## config.mk

```make
export PLATFORM = sky130hd
export DESIGN_NAME = iq_split_flat
export DESIGN_NICKNAME = d
export VERILOG_FILES = /design/src/rtl/iq_split_if.sv /design/src/rtl/iq_split.sv /design/src/flat_wrapper.sv
export SDC_FILE = /design/constraint.sdc
export NUM_CORES = 1
export LEC_CHECK = 0
export CORE_ASPECT_RATIO = 0.6
export CORE_MARGIN = 2
export CORE_UTILIZATION = 37
export CTS_CLUSTER_SIZE = 12
export DETAILED_ROUTE_END_ITERATION = 6
export HOLD_SLACK_MARGIN = 0.02
export MAX_ROUTING_LAYER = met4
export PLACE_DENSITY_LB_ADDON = 0.3
export REMOVE_ABC_BUFFERS = 1
export SLEW_MARGIN = 0
export SYNTH_ARGS = -nofsm -noshare
export SYNTH_HDL_FRONTEND = slang
export SYNTH_SLANG_ARGS = --single-unit
```

## constraint.sdc

```tcl
create_clock -name clock -period 1.4 [get_ports clock]
set_input_delay 0.21 -clock clock [delete_from_list [all_inputs] [get_ports clock]]
set_output_delay 0.21 -clock clock [all_outputs]
set_load 0.03 [all_outputs]
```

## src/rtl/iq_split_if.sv

```systemverilog
`default_nettype none
// ============================================================================
// Module   : iq_split_if
// Purpose  : Byte-stream input and I/Q sample FIFO write ports of iq_split.
// Revision : 1.0 - initial release
// ============================================================================
interface iq_split_if #(
    parameter int DATA_WIDTH = 32,
    parameter int BYTE_WIDTH = 8
);
    logic [BYTE_WIDTH-1:0] in_dout;
    logic                  in_empty;
    logic                  in_rd_en;
    logic [DATA_WIDTH-1:0] I_din;
    logic                  I_wr_en;
    logic                  I_full;
    logic [DATA_WIDTH-1:0] Q_din;
    logic                  Q_wr_en;
    logic                  Q_full;

    // master: the deinterleaver side; slave: the surrounding FIFOs
    modport master (
        input  in_dout, in_empty, I_full, Q_full,
        output in_rd_en, I_din, I_wr_en, Q_din, Q_wr_en
    );

    modport slave (
        output in_dout, in_empty, I_full, Q_full,
        input  in_rd_en, I_din, I_wr_en, Q_din, Q_wr_en
    );
endinterface
`default_nettype wire

```

## src/rtl/iq_split.sv

```systemverilog
`default_nettype none
// ============================================================================
// Module   : iq_split
// Purpose  : Deinterleaves little-endian IQ byte pairs into quantized I and Q
//            samples and writes them to the I/Q FIFOs in lockstep.
//            Optional macro IQ_SPLIT_SAMPLE_CNT_EN adds a sample_count port.
// Revision : 1.0 - initial release
// ============================================================================
module iq_split #(
    parameter int DATA_WIDTH = 32,
    parameter int BYTE_WIDTH = 8,
    parameter int QUANT_BITS = 10
) (
    input  logic        clock,
    input  logic        reset,
`ifdef IQ_SPLIT_SAMPLE_CNT_EN
    output logic [31:0] sample_count,
`endif
    iq_split_if.master  bus
);

    localparam int c_SAMPLE_W = 2 * BYTE_WIDTH;

    localparam logic [0:0] S_READ  = 1'b0;
    localparam logic [0:0] S_WRITE = 1'b1;

    logic [0:0]            r_state;
    logic [1:0]            r_idx;
    logic [c_SAMPLE_W-1:0] r_i_raw;
    logic [c_SAMPLE_W-1:0] r_q_raw;

    logic                  w_pop;
    logic                  w_wr;
    logic [DATA_WIDTH-1:0] w_i_ext;
    logic [DATA_WIDTH-1:0] w_q_ext;

    // Reset gates the pop so nothing is consumed while the block is held.
    assign w_pop = (r_state == S_READ) && !bus.in_empty && !reset;
    assign w_wr  = (r_state == S_WRITE) && !bus.I_full && !bus.Q_full;

    assign bus.in_rd_en = w_pop;
    assign bus.I_wr_en  = w_wr;
    assign bus.Q_wr_en  = w_wr;

    // Outputs are pure rewiring of the assembly registers, so they are
    // registered and frozen from the 4th byte capture through S_WRITE.
    assign w_i_ext   = {{(DATA_WIDTH-c_SAMPLE_W){r_i_raw[c_SAMPLE_W-1]}}, r_i_raw};
    assign w_q_ext   = {{(DATA_WIDTH-c_SAMPLE_W){r_q_raw[c_SAMPLE_W-1]}}, r_q_raw};
    assign bus.I_din = w_i_ext << QUANT_BITS;
    assign bus.Q_din = w_q_ext << QUANT_BITS;

    always_ff @(posedge clock or posedge reset) begin
        if (reset) begin
            r_state <= S_READ;
            r_idx   <= 2'd0;
            r_i_raw <= '0;
            r_q_raw <= '0;
        end else begin
            case (r_state)
                S_READ: begin
                    if (w_pop) begin
                        case (r_idx)
                            2'd0:    r_i_raw[BYTE_WIDTH-1:0]          <= bus.in_dout;
                            2'd1:    r_i_raw[c_SAMPLE_W-1:BYTE_WIDTH] <= bus.in_dout;
                            2'd2:    r_q_raw[BYTE_WIDTH-1:0]          <= bus.in_dout;
                            default: r_q_raw[c_SAMPLE_W-1:BYTE_WIDTH] <= bus.in_dout;
                        endcase
                        r_idx <= r_idx + 2'd1;
                        if (r_idx == 2'd3) begin
                            r_state <= S_WRITE;
                        end
                    end
                end
                S_WRITE: begin
                    if (w_wr) begin
                        r_state <= S_READ;
                    end
                end
                default: r_state <= S_READ;
            endcase
        end
    end

`ifdef IQ_SPLIT_SAMPLE_CNT_EN
    logic [31:0] r_sample_count;

    always_ff @(posedge clock or posedge reset) begin
        if (reset) begin
            r_sample_count <= 32'd0;
        end else if (w_wr) begin
            r_sample_count <= r_sample_count + 32'd1;
        end
    end

    assign sample_count = r_sample_count;
`endif

endmodule
`default_nettype wire

```

## src/flat_wrapper.sv

```systemverilog
// flat-port wrapper written by rule: the top's interface ports become plain ports
module iq_split_flat 
#(
    parameter int DATA_WIDTH = 32,
    parameter int BYTE_WIDTH = 8,
    parameter int QUANT_BITS = 10
)
  (clock, reset, bus_in_dout, bus_in_empty, bus_I_full, bus_Q_full, bus_in_rd_en, bus_I_din, bus_I_wr_en, bus_Q_din, bus_Q_wr_en);
  iq_split_if #(.DATA_WIDTH(DATA_WIDTH), .BYTE_WIDTH(BYTE_WIDTH)) bus_i ();
  input  logic clock;
  input  logic reset;
  input wire logic [$bits(bus_i.in_dout)-1:0] bus_in_dout;
  input wire logic [$bits(bus_i.in_empty)-1:0] bus_in_empty;
  input wire logic [$bits(bus_i.I_full)-1:0] bus_I_full;
  input wire logic [$bits(bus_i.Q_full)-1:0] bus_Q_full;
  output wire logic [$bits(bus_i.in_rd_en)-1:0] bus_in_rd_en;
  output wire logic [$bits(bus_i.I_din)-1:0] bus_I_din;
  output wire logic [$bits(bus_i.I_wr_en)-1:0] bus_I_wr_en;
  output wire logic [$bits(bus_i.Q_din)-1:0] bus_Q_din;
  output wire logic [$bits(bus_i.Q_wr_en)-1:0] bus_Q_wr_en;
  assign bus_i.in_dout = bus_in_dout;
  assign bus_i.in_empty = bus_in_empty;
  assign bus_i.I_full = bus_I_full;
  assign bus_i.Q_full = bus_Q_full;
  assign bus_in_rd_en = bus_i.in_rd_en;
  assign bus_I_din = bus_i.I_din;
  assign bus_I_wr_en = bus_i.I_wr_en;
  assign bus_Q_din = bus_i.Q_din;
  assign bus_Q_wr_en = bus_i.Q_wr_en;
  iq_split #(.DATA_WIDTH(DATA_WIDTH), .BYTE_WIDTH(BYTE_WIDTH), .QUANT_BITS(QUANT_BITS)) u_core (.clock(clock), .reset(reset), .bus(bus_i));
endmodule
```

==> key figures, run 1 <==
Clock network
  • Clk slew on worst S/H paths: 0.07 ns
  • CTS H-tree depth: 2
  • Num CTS Buffers: 5
  • Clk buf depth: 2
  • CTS tree: yes
  • # hold bufs at CTS: 0
  • Worst skew pair latency: 0.28 ns
  • Sink Count: 35
  • Clock Tree Root: clkbuf_8

STA
  • Fmax: 639.8 MHz
  • Setup TNS Final: -4.285 ns
  • Final WS setup: -0.1629 ns
  • Hold Slack: 0.5113 ns
  • RSZ-0062 raised after global routing: true
  • Fin crit period: 1.563 ns
  • Period utilization: 111.6%
  • Final Hold Viols: 0
  • Max-slew violation count: 0
  • Final setup viols: 35
  • Final Skew: 0.008102 ns

Drt
  • Wirelength per Cell: 15.80 um
  • Via density: 4.177
  • WL final: 4.107 mm
  • DR pass1 iterations: 4
  • Initial DRC count: 43
  • Drt drc: 0
  • ANT nets after route: 0
  • Vias post-DR: 1086

Placement
  • DP Area: 2306 um^2
  • I/O Buffers: 59
  • Final RePlAce weighted congestion: 0.6944
  • DP Worst Slack: -0.4548 ns
  • Final HPWL DP: 2.713 mm

Critical path
  • Critical path class: register to register
  • Worst Reg-to-Reg Cells: 5
  • CP cell instances: inv_2 > ha_4 > nor4b_4 > buf_6 > mux2_4
  • Largest stage delay on the critical path: 0.42 ns
  • WP data required: 1.56 ns
  • CP max-delay cell: dfrtp_1
  • Critical Path AT: 1.73 ns
  • Worst Setup Start Kind: register
  • Endpoint class of the critical path: register
  • Crit-path max FO: 6

Logic synthesis
  • Syn Area/Cell: 14.18 um^2
  • Yosys cell types: 14
  • Seq/Total Area, Yosys: 51.06%
  • Post-synth top cells: dfrtp_1 (35), buf_4 (33), mux2_2 (33)
  • Number of synthesized flops with an enable pin: 0
  • Top post-synthesis cells by area: dfrtp_1 (51%), mux2_2 (22%), buf_4 (14%), nor4b_4 (5.5%), ha_1 (2.9%)
  • Synth Cell Area: 1715 um^2
  • Yosys warns: 0
  • Count leader, synth: dfrtp_1
  • Area leader, netlist: dfrtp_1
  • Syn Inst Count: 121
  • Top cell type's share of synthesized area: 51.06%
  • Main synth FF type: dfrtp_1
  • Async set-or-reset flop fraction in the synthesized netlist: 100.0%
  • Flops & latches, synth: 35

Cells and area
  • Ant diodes: 0
  • Reg area: 877.1 um^2
  • Layout cell share with drive strength beyond 1: 49.24%
  • Syn-to-layout area delta: 52.74%
  • Layout fillers: 404
  • Final instance area: 2620 um^2
  • Final Util: 58.01%
  • Nets: 213
  • Multi-input logic area: 817.0 um^2

Run status
  • Status: finished, violations left
  • Failing checks: setup timing

Floorplanning
  • DIE WIDTH: 91.91 um
  • Initial Util: 37.98%
  • Die Height: 56.74 um
  • Core Box Area: 4517 um^2
  • FP Rows: 19
  • IO Pins: 80
  • Die area: 5215 um^2

GRT
  • Initial antenna violation count: 0
  • Vias in the first global route: 1184
  • Grt ovf: 0
  • All-Layer GR Usage: 16.57%
  • First-pass GRT wire length: 6.334 mm
  • Largest net degree at the start of global routing: 27

Worst hold path
  • Worst hold stages: 1
  • Hold/Removal Path Class: register to register

Run
  • Max-cap violations: 0

Power
  • LEAKAGE: 1.291 nW
  • Pwr per Cell Area: 2557 nW/um^2
  • Worst IR Drop VDD: 0.001098 V
[cells in the final DEF (no fill, tap or decap), drive strengths merged, types with 2 or more instances in the layout]
master         synthesis  routed
dfrtp                 35      35
mux2                  33      33
dlygate4sd2            0      31
buf                   36      29
conb                   1      20
clkbuf                 0      19
clkdlybuf4s50          0      11
nor4b                  4       4
ha                     4       4
inv                    3       3
clkinv                 0       2
[repair_timing]
action	in CTS	in global routing
pin swaps	1	4
gates resized for setup	87	44
setup buffers	6	4
endpoints found under the setup margin	79	48
[kinds of logic after synthesis]
| kind of cell | Yosys count | synth area share [%] |
|---|---|---|
| compound gates | 1 | 0.2915 |
| xor+xnor | 1 | 0.5107 |
| fa+ha+maj | 4 | 2.918 |
| buf+inv | 39 | 16.70 |
| flops | 35 | 51.06 |
| mux | 33 | 21.66 |
| other cells | 1 | 0.2186 |
| simple gates | 7 | 6.638 |
[power by group]
part / internal, W / total (W) / switching [W]
registers: 0.00152 / 0.00189 / 0.000366
clock network: 0.000530 / 0.000900 / 0.000370
logic: 0.00171 / 0.00391 / 0.00220
[routing by layer]
| metal | vias up | wire, um | track usage, % |
|---|---|---|---|
| met1 | 546 | 1807 | 20.31 |
| met5 | - | 0 | - |
| met2 | 36 | 2035 | 26.47 |
| li1 | 499 | - | - |
| met3 | 5 | 218 | 5.235 |
| met4 | 0 | 47 | 5.117 |
[flip-flops by register name (all words and copies together) (netlist names)]
register and count:
u_core.r_i_raw 16, u_core.r_q_raw 16, u_core.r_idx 2, u_core.r_state 1
[worst paths after layout]
kind / from / to / slack (ns)
max in group asynchronous: reset / u_core.r_state / 0.71
min reg2reg: u_core.r_i_raw[1] / u_core.r_i_raw[1] / 0.51
max reg2reg: u_core.r_idx[0] / u_core.r_q_raw[5] / -0.16
max: u_core.r_idx[0] / u_core.r_q_raw[5] / -0.16
min: u_core.r_i_raw[1] / u_core.r_i_raw[1] / 0.51
min in group asynchronous: reset / u_core.r_i_raw[14] / 0.53
[critical path, delay by kind of cell (launching register included)]
kind / cells / cell delay, ns
flip-flops: 1 / 0.42
buffers and inverters: 2 / 0.33
multiplexers: 1 / 0.31
AND/OR/NAND/NOR: 1 / 0.23
adder cells (fa/ha/maj): 1 / 0.14
[cell type report]
type,instances,area share [%]
multi-input combinational,66,31.18
tap,63,3.009
sequential,35,33.48
inverter,3,0.4298
timing repair buffer,85,27.60
clock buffer,5,2.627
clock inverter,3,1.671
[stage by stage]
step / power [W] / std cells
2_1_floorplan: 0.003935 / 104
3_3_place_gp: 0.005541 / 242
3_5_place_dp: 0.005646 / 242
4_1_cts: 0.006540 / 256
5_1_grt: 0.007035 / 260
6_report: 0.006699 / 260
Power figures use the tool's default switching activity.
==> run 2, diff against run 1 <==
--- a/config.mk
+++ b/config.mk
@@ -8,6 +8,7 @@
 export CORE_ASPECT_RATIO = 0.6
 export CORE_MARGIN = 2
 export CORE_UTILIZATION = 37
+export CTS_BUF_LIST = sky130_fd_sc_hd__clkbuf_16
 export CTS_CLUSTER_SIZE = 12
 export DETAILED_ROUTE_END_ITERATION = 6
 export HOLD_SLACK_MARGIN = 0.02
==> run 2 against run 1 <==
The run still ends with setup timing left. Sequential power is essentially flat. Maximum frequency grew 0.99%. Largest power group unchanged. Highest routed layer unchanged. First-iteration DRC count shrank 60%. Wire length shrank 4.6%. Setup slack gained 0.015 ns. Register-to-register slack gained 0.02 ns. Worst hold slack lost 0.0067 ns.
==> key figures, run 2 (synthesis gave the netlist of run 1 again) <==
Run status
  • Status: finished, violations left
  • Failing checks: setup timing

STA
  • Final Hold Viols: 0
  • Final WS setup: -0.1476 ns
  • Period utilization: 110.5%
  • Setup TNS Final: -4.323 ns
  • Max-slew violation count: 0
  • Fin crit period: 1.548 ns
  • RSZ-0062 raised after global routing: true
  • Final setup viols: 33
  • Fmax: 646.2 MHz
  • Hold Slack: 0.5046 ns
  • Final Skew: 0.004887 ns

Power
  • LEAKAGE: 1.305 nW
  • Worst IR Drop VDD: 0.001028 V
  • Pwr per Cell Area: 2602 nW/um^2

Placement
  • Dpl cells: 242
  • DP Worst Slack: -0.4548 ns
  • I/O Buffers: 59
  • Final RePlAce weighted congestion: 0.6944
  • Final HPWL DP: 2.713 mm

GRT
  • First-pass GRT wire length: 6.044 mm
  • Initial antenna violation count: 0
  • Grt ovf: 0
  • Largest net degree at the start of global routing: 27
  • All-Layer GR Usage: 15.70%
  • Vias in the first global route: 1190

Clock network
  • Sink Count: 35
  • Worst skew pair latency: 0.27 ns
  • Clk slew on worst S/H paths: 0.06 ns
  • Num CTS Buffers: 5
  • # hold bufs at CTS: 0
  • CTS H-tree depth: 2
  • Clock Tree Root: clkbuf_16
  • CTS tree: yes
  • Clk buf depth: 2

Critical path
  • WP data required: 1.56 ns
  • Reg-to-Reg Start: u_core.r_idx[1]
  • RR Endpoint: u_core.r_i_raw[13]
  • Worst R2R Setup Slack: -0.15 ns
  • Worst Reg-to-Reg Cells: 5
  • Critical path class: register to register
  • Worst Setup Start Kind: register
  • CP cell instances: inv_2 > ha_1 > nor4b_4 > buf_4 > mux2_2
  • Endpoint class of the critical path: register
  • Largest stage delay on the critical path: 0.42 ns
  • CP max-delay cell: dfrtp_2
  • Critical Path AT: 1.71 ns
  • Crit-path max FO: 6

Cells and area
  • Most common cell after layout, fill and taps aside: dlygate4sd2_1
  • Syn-to-layout area delta: 56.16%
  • Layout fillers: 388
  • Most frequent cells in the layout: dlygate4sd2_1 (43), dfrtp_1 (33), mux2_4 (24), conb_1 (20), buf_4 (17)
  • Ant diodes: 0
  • Layout cell share with drive strength beyond 1: 41.84%
  • Final Util: 59.31%
  • Biggest regs: u_core.r_i_raw x16, u_core.r_q_raw x16, u_core.r_idx x2
  • Nets: 212
  • Final std cells w/o fill: 259

Worst hold path
  • Hold/Removal Path Class: register to register
  • Hold Crit Start: u_core.r_i_raw[1]
  • Hold endpoint: u_core.r_i_raw[1]
  • Worst hold stages: 1

Floorplanning
  • Initial Util: 37.98%
  • FP Rows: 19
  • Die Height: 56.74 um
  • DIE WIDTH: 91.91 um
  • IO Pins: 80
  • Die area: 5215 um^2
  • Core Box Area: 4517 um^2

Drt
  • Via density: 4.174
  • DR pass1 iterations: 4
  • Wirelength per Cell: 15.12 um
  • ANT nets after route: 0
  • Drt drc: 0
  • Vias post-DR: 1081
  • Initial DRC count: 17
  • WL final: 3.917 mm

Run
  • Max-cap violations: 0
-- run 2: cell types whose count changed in the layout (fill, tap and decap cells not counted), sizes merged --
cell and change:
clkbuf -14, dlygate4sd2 +12, clkdlybuf4s15 +2, buf -1
-- run 2: worst max path at each step --
stage                          from                  to  slack [ns]
finish              u_core.r_idx[1]  u_core.r_i_raw[13]       -0.15
global route        u_core.r_idx[0]   u_core.r_q_raw[5]       -0.24
CTS                 u_core.r_idx[0]   u_core.r_i_raw[5]       -0.16
detailed placement     bus_in_empty  u_core.r_q_raw[15]       -0.45
global placement       bus_in_empty  u_core.r_q_raw[11]       -0.41
floorplan            u_core.r_state         bus_I_wr_en       -0.78
-- run 2: where the power goes --
group	internal (W)	leakage [nW]	switching, W	total (W)
clock	0.000838	0.0838	0.000405	0.00124
sequential	0.00153	0.420	0.000352	0.00188
combinational	0.00169	0.802	0.00216	0.00385
total	0.00406	1.31	0.00291	0.00697
-- run 2: repair_timing --
item	in CTS	in global routing
setup endpoints to repair	79	36
pin swaps	0	5
gates cloned	0	0
resized for setup	66	29
setup buffers	7	2
hold endpoints to repair	0	0
-- run 2: cell type report --
type	instances	area, um^2	area share, %
Clock buffer	5	125.1	4.671
Clock inverter	3	43.79	1.635
Inverter	3	11.26	0.4204
Multi-Input combinational cell	66	774.5	28.91
Sequential cell	35	878.3	32.79
Tap cell	63	78.83	2.943
Timing Repair Buffer	84	767.0	28.63
-- run 2: metal layers --
metal	wire [um]	global-route usage [%]	up-vias
li1	-	-	501
met1	1692	19.12	541
met2	1973	25.21	37
met3	242	5.638	2
met4	9	3.838	0
met5	0	-	-
-- run 2: per-stage QoR --
step                      cell area (um^2)  power, W
final                                 2679  0.006970
after global routing                  2679  0.007323
after CTS                             2550  0.006731
after detailed placement              2306  0.005646
after global placement                2306  0.005541
after floorplan                       1511  0.003935
-- run 2: worst max-delay path: cells and delay by family, from the launching register on --
| kind | cells | cell delay (ns) |
|---|---|---|
| and+or+nand+nor | 1 | 0.22 |
| adders and majority gates | 1 | 0.16 |
| buffers and inverters | 2 | 0.29 |
| muxes | 1 | 0.34 |
| DFF | 1 | 0.42 |
==> run 3, diff against run 2 <==
--- a/config.mk
+++ b/config.mk
@@ -15,6 +15,7 @@
 export MAX_ROUTING_LAYER = met4
 export PLACE_DENSITY_LB_ADDON = 0.3
 export REMOVE_ABC_BUFFERS = 1
+export SKIP_LAST_GASP = 1
 export SLEW_MARGIN = 0
 export SYNTH_ARGS = -nofsm -noshare
 export SYNTH_HDL_FRONTEND = slang
==> run 3 against run 2 <==
The run still ends with setup timing left. Final area about the same. Sequential share of layout area hardly changed. Utilization hardly changed. Worst hold slack barely moved. Via count down 0.93%. Wire length down 0.46%. Clock-buffer cell count stayed put. Critical path depth stayed put. Final cell count did not move. Combinational power about the same. Non-clock buffer count unchanged. Sequential power hardly changed.
==> key figures, run 3 (synthesis gave the netlist of run 1 again) <==
Floorplanning
  • DIE WIDTH: 91.91 um
  • FP Rows: 19
  • IO Pins: 80
  • Initial Util: 37.98%
  • Die Height: 56.74 um
  • Core Box Area: 4517 um^2
  • Die area: 5215 um^2

Cells and area
  • Syn-to-layout area delta: 56.09%
  • Final std cells w/o fill: 259
  • Most frequent cells in the layout: dlygate4sd2_1 (44), dfrtp_1 (33), mux2_4 (24), conb_1 (20), buf_4 (17)
  • Most common cell after layout, fill and taps aside: dlygate4sd2_1
  • Final Util: 59.28%
  • Biggest regs: u_core.r_i_raw x16, u_core.r_q_raw x16, u_core.r_idx x2
  • Ant diodes: 0
  • Nets: 212
  • Final instance area: 2678 um^2
  • Layout cell share with drive strength beyond 1: 41.84%

GRT
  • Largest net degree at the start of global routing: 27
  • First-pass GRT wire length: 6.030 mm
  • Initial antenna violation count: 0
  • Grt ovf: 0
  • All-Layer GR Usage: 15.67%
  • Vias in the first global route: 1186

Drt
  • Drt drc: 0
  • DR pass1 iterations: 3
  • Wirelength per Cell: 15.05 um
  • WL final: 3.899 mm
  • Vias post-DR: 1071
  • Initial DRC count: 21
  • Via density: 4.135
  • ANT nets after route: 0

Power
  • Net Sw Frac: 41.77%
  • Pwr per Cell Area: 2595 nW/um^2
  • LEAKAGE: 1.307 nW
  • Worst IR Drop VDD: 0.001030 V
  • Clk network pwr share: 17.9%
  • Sequential power share: 27.0%
  • Switching Power: 0.002903 W
  • P_int: 0.004046 W
  • Logic pwr share: 55.1%

Placement
  • DP Area: 2306 um^2
  • I/O Buffers: 59
  • Final RePlAce weighted congestion: 0.6944
  • Dpl cells: 242
  • Final HPWL DP: 2.713 mm

Run status
  • Status: finished, violations left
  • Failing checks: setup timing

Critical path
  • Critical path class: register to register
  • Worst R2R Setup Slack: -0.14 ns
  • Endpoint class of the critical path: register
  • Reg-to-Reg Start: u_core.r_idx[1]
  • Worst Reg-to-Reg Cells: 5
  • Worst path top cell family by delay: flip-flops
  • Setup crit start: u_core.r_idx[1]
  • CP max-delay cell: dfrtp_2
  • Stages on the worst setup path: 5
  • Buf+Inv Stages, Crit Path: 2
  • Crit-path max FO: 6
  • RR Endpoint: u_core.r_i_raw[13]
  • WP data required: 1.56 ns
  • CP cell instances: inv_2 > ha_1 > nor4b_4 > buf_4 > mux2_2
  • Setup crit end: u_core.r_i_raw[13]
  • Worst Setup Start Kind: register
  • Critical Path AT: 1.70 ns
  • Largest stage delay on the critical path: 0.42 ns

Clock network
  • CTS H-tree depth: 2
  • Sink Count: 35
  • Worst skew pair latency: 0.28 ns
  • Clk buf depth: 2
  • Clk slew on worst S/H paths: 0.06 ns
  • Clock Tree Root: clkbuf_16
  • CTS tree: yes
  • Num CTS Buffers: 5

STA
  • Max-slew violation count: 0
  • Fmax: 647.6 MHz
  • Final WS setup: -0.1441 ns
  • Final setup viols: 33
  • Fin crit period: 1.544 ns
  • Final Skew: 0.004361 ns
  • RSZ-0062 raised after global routing: true
  • Period utilization: 110.3%
  • Final Hold Viols: 0

Worst hold path
  • Hold/Removal Path Class: register to register
  • Worst hold stages: 1

Run
  • Max-cap violations: 0
[run 3: changes by cell type in the layout (fill, tap and decap cells not counted)]
| cell | before | now |
|---|---|---|
| clkdlybuf4s15_1 | 2 | 1 |
| dlygate4sd2_1 | 43 | 44 |
[run 3: metal layers]
layer,up-vias,track usage [%],wire length [um]
met4,0,3.838,9
met2,36,25.00,1958
met3,2,5.638,242
li1,500,-,-
met1,533,19.20,1688
met5,-,-,0
[run 3: final cells by class]
cell class	count	area, um^2
clock buffers	5	125.1
clock inverters	3	43.79
repair buffers	84	765.7
flip-flops and latches	35	878.3
inverters	3	11.26
fillers	388	1839
well taps	63	78.83
multi-input cells	66	774.5
[run 3: worst min path at each step]
stage / startpoint / end
floorplan: bus_Q_full / u_core.r_state
finish: u_core.r_i_raw[1] / u_core.r_i_raw[1]
global placement: u_core.r_i_raw[2] / u_core.r_i_raw[2]
CTS: u_core.r_i_raw[0] / u_core.r_i_raw[0]
global route: u_core.r_i_raw[0] / u_core.r_i_raw[0]
detailed placement: u_core.r_q_raw[14] / u_core.r_q_raw[14]
[run 3: repair_timing]
| action | in CTS | in global routing |
|---|---|---|
| buffers inserted | 7 | 2 |
| hold buffers | 0 | 0 |
| pin swaps | 0 | 5 |
| gates resized for setup | 65 | 29 |
| endpoints found under the setup margin | 79 | 36 |
[run 3: worst reg2reg max path: cells and delay by family (launching register included)]
family,cells,cell delay [ns]
adder cells (fa/ha/maj),1,0.16
flip-flops,1,0.42
AND/OR/NAND/NOR,1,0.22
buffers and inverters,2,0.29
multiplexers,1,0.34
[run 3: metrics by stage]
step / hold WS (ns) / setup WS [ns] / total power, W / setup TNS [ns]
after floorplan: 0.3541 / -0.7829 / 0.003935 / -11.61
after global placement: 0.4905 / -0.4128 / 0.005541 / -12.71
after detailed placement: 0.4981 / -0.4548 / 0.005646 / -13.88
after CTS: 0.5073 / -0.1632 / 0.006727 / -4.536
after global routing: 0.5177 / -0.2331 / 0.007306 / -6.877
final: 0.5044 / -0.1441 / 0.006949 / -4.234
[run 3: power by group through the flow]
stage	clock network (W)	registers, W	logic [W]
3_3_place_gp	0	0.00188	0.00366
5_1_grt	0.00131	0.00196	0.00403
3_5_place_dp	0	0.00192	0.00373
4_1_cts	0.00128	0.00187	0.00358
6_report	0.00124	0.00188	0.00383
2_1_floorplan	0	0.00314	0.000790
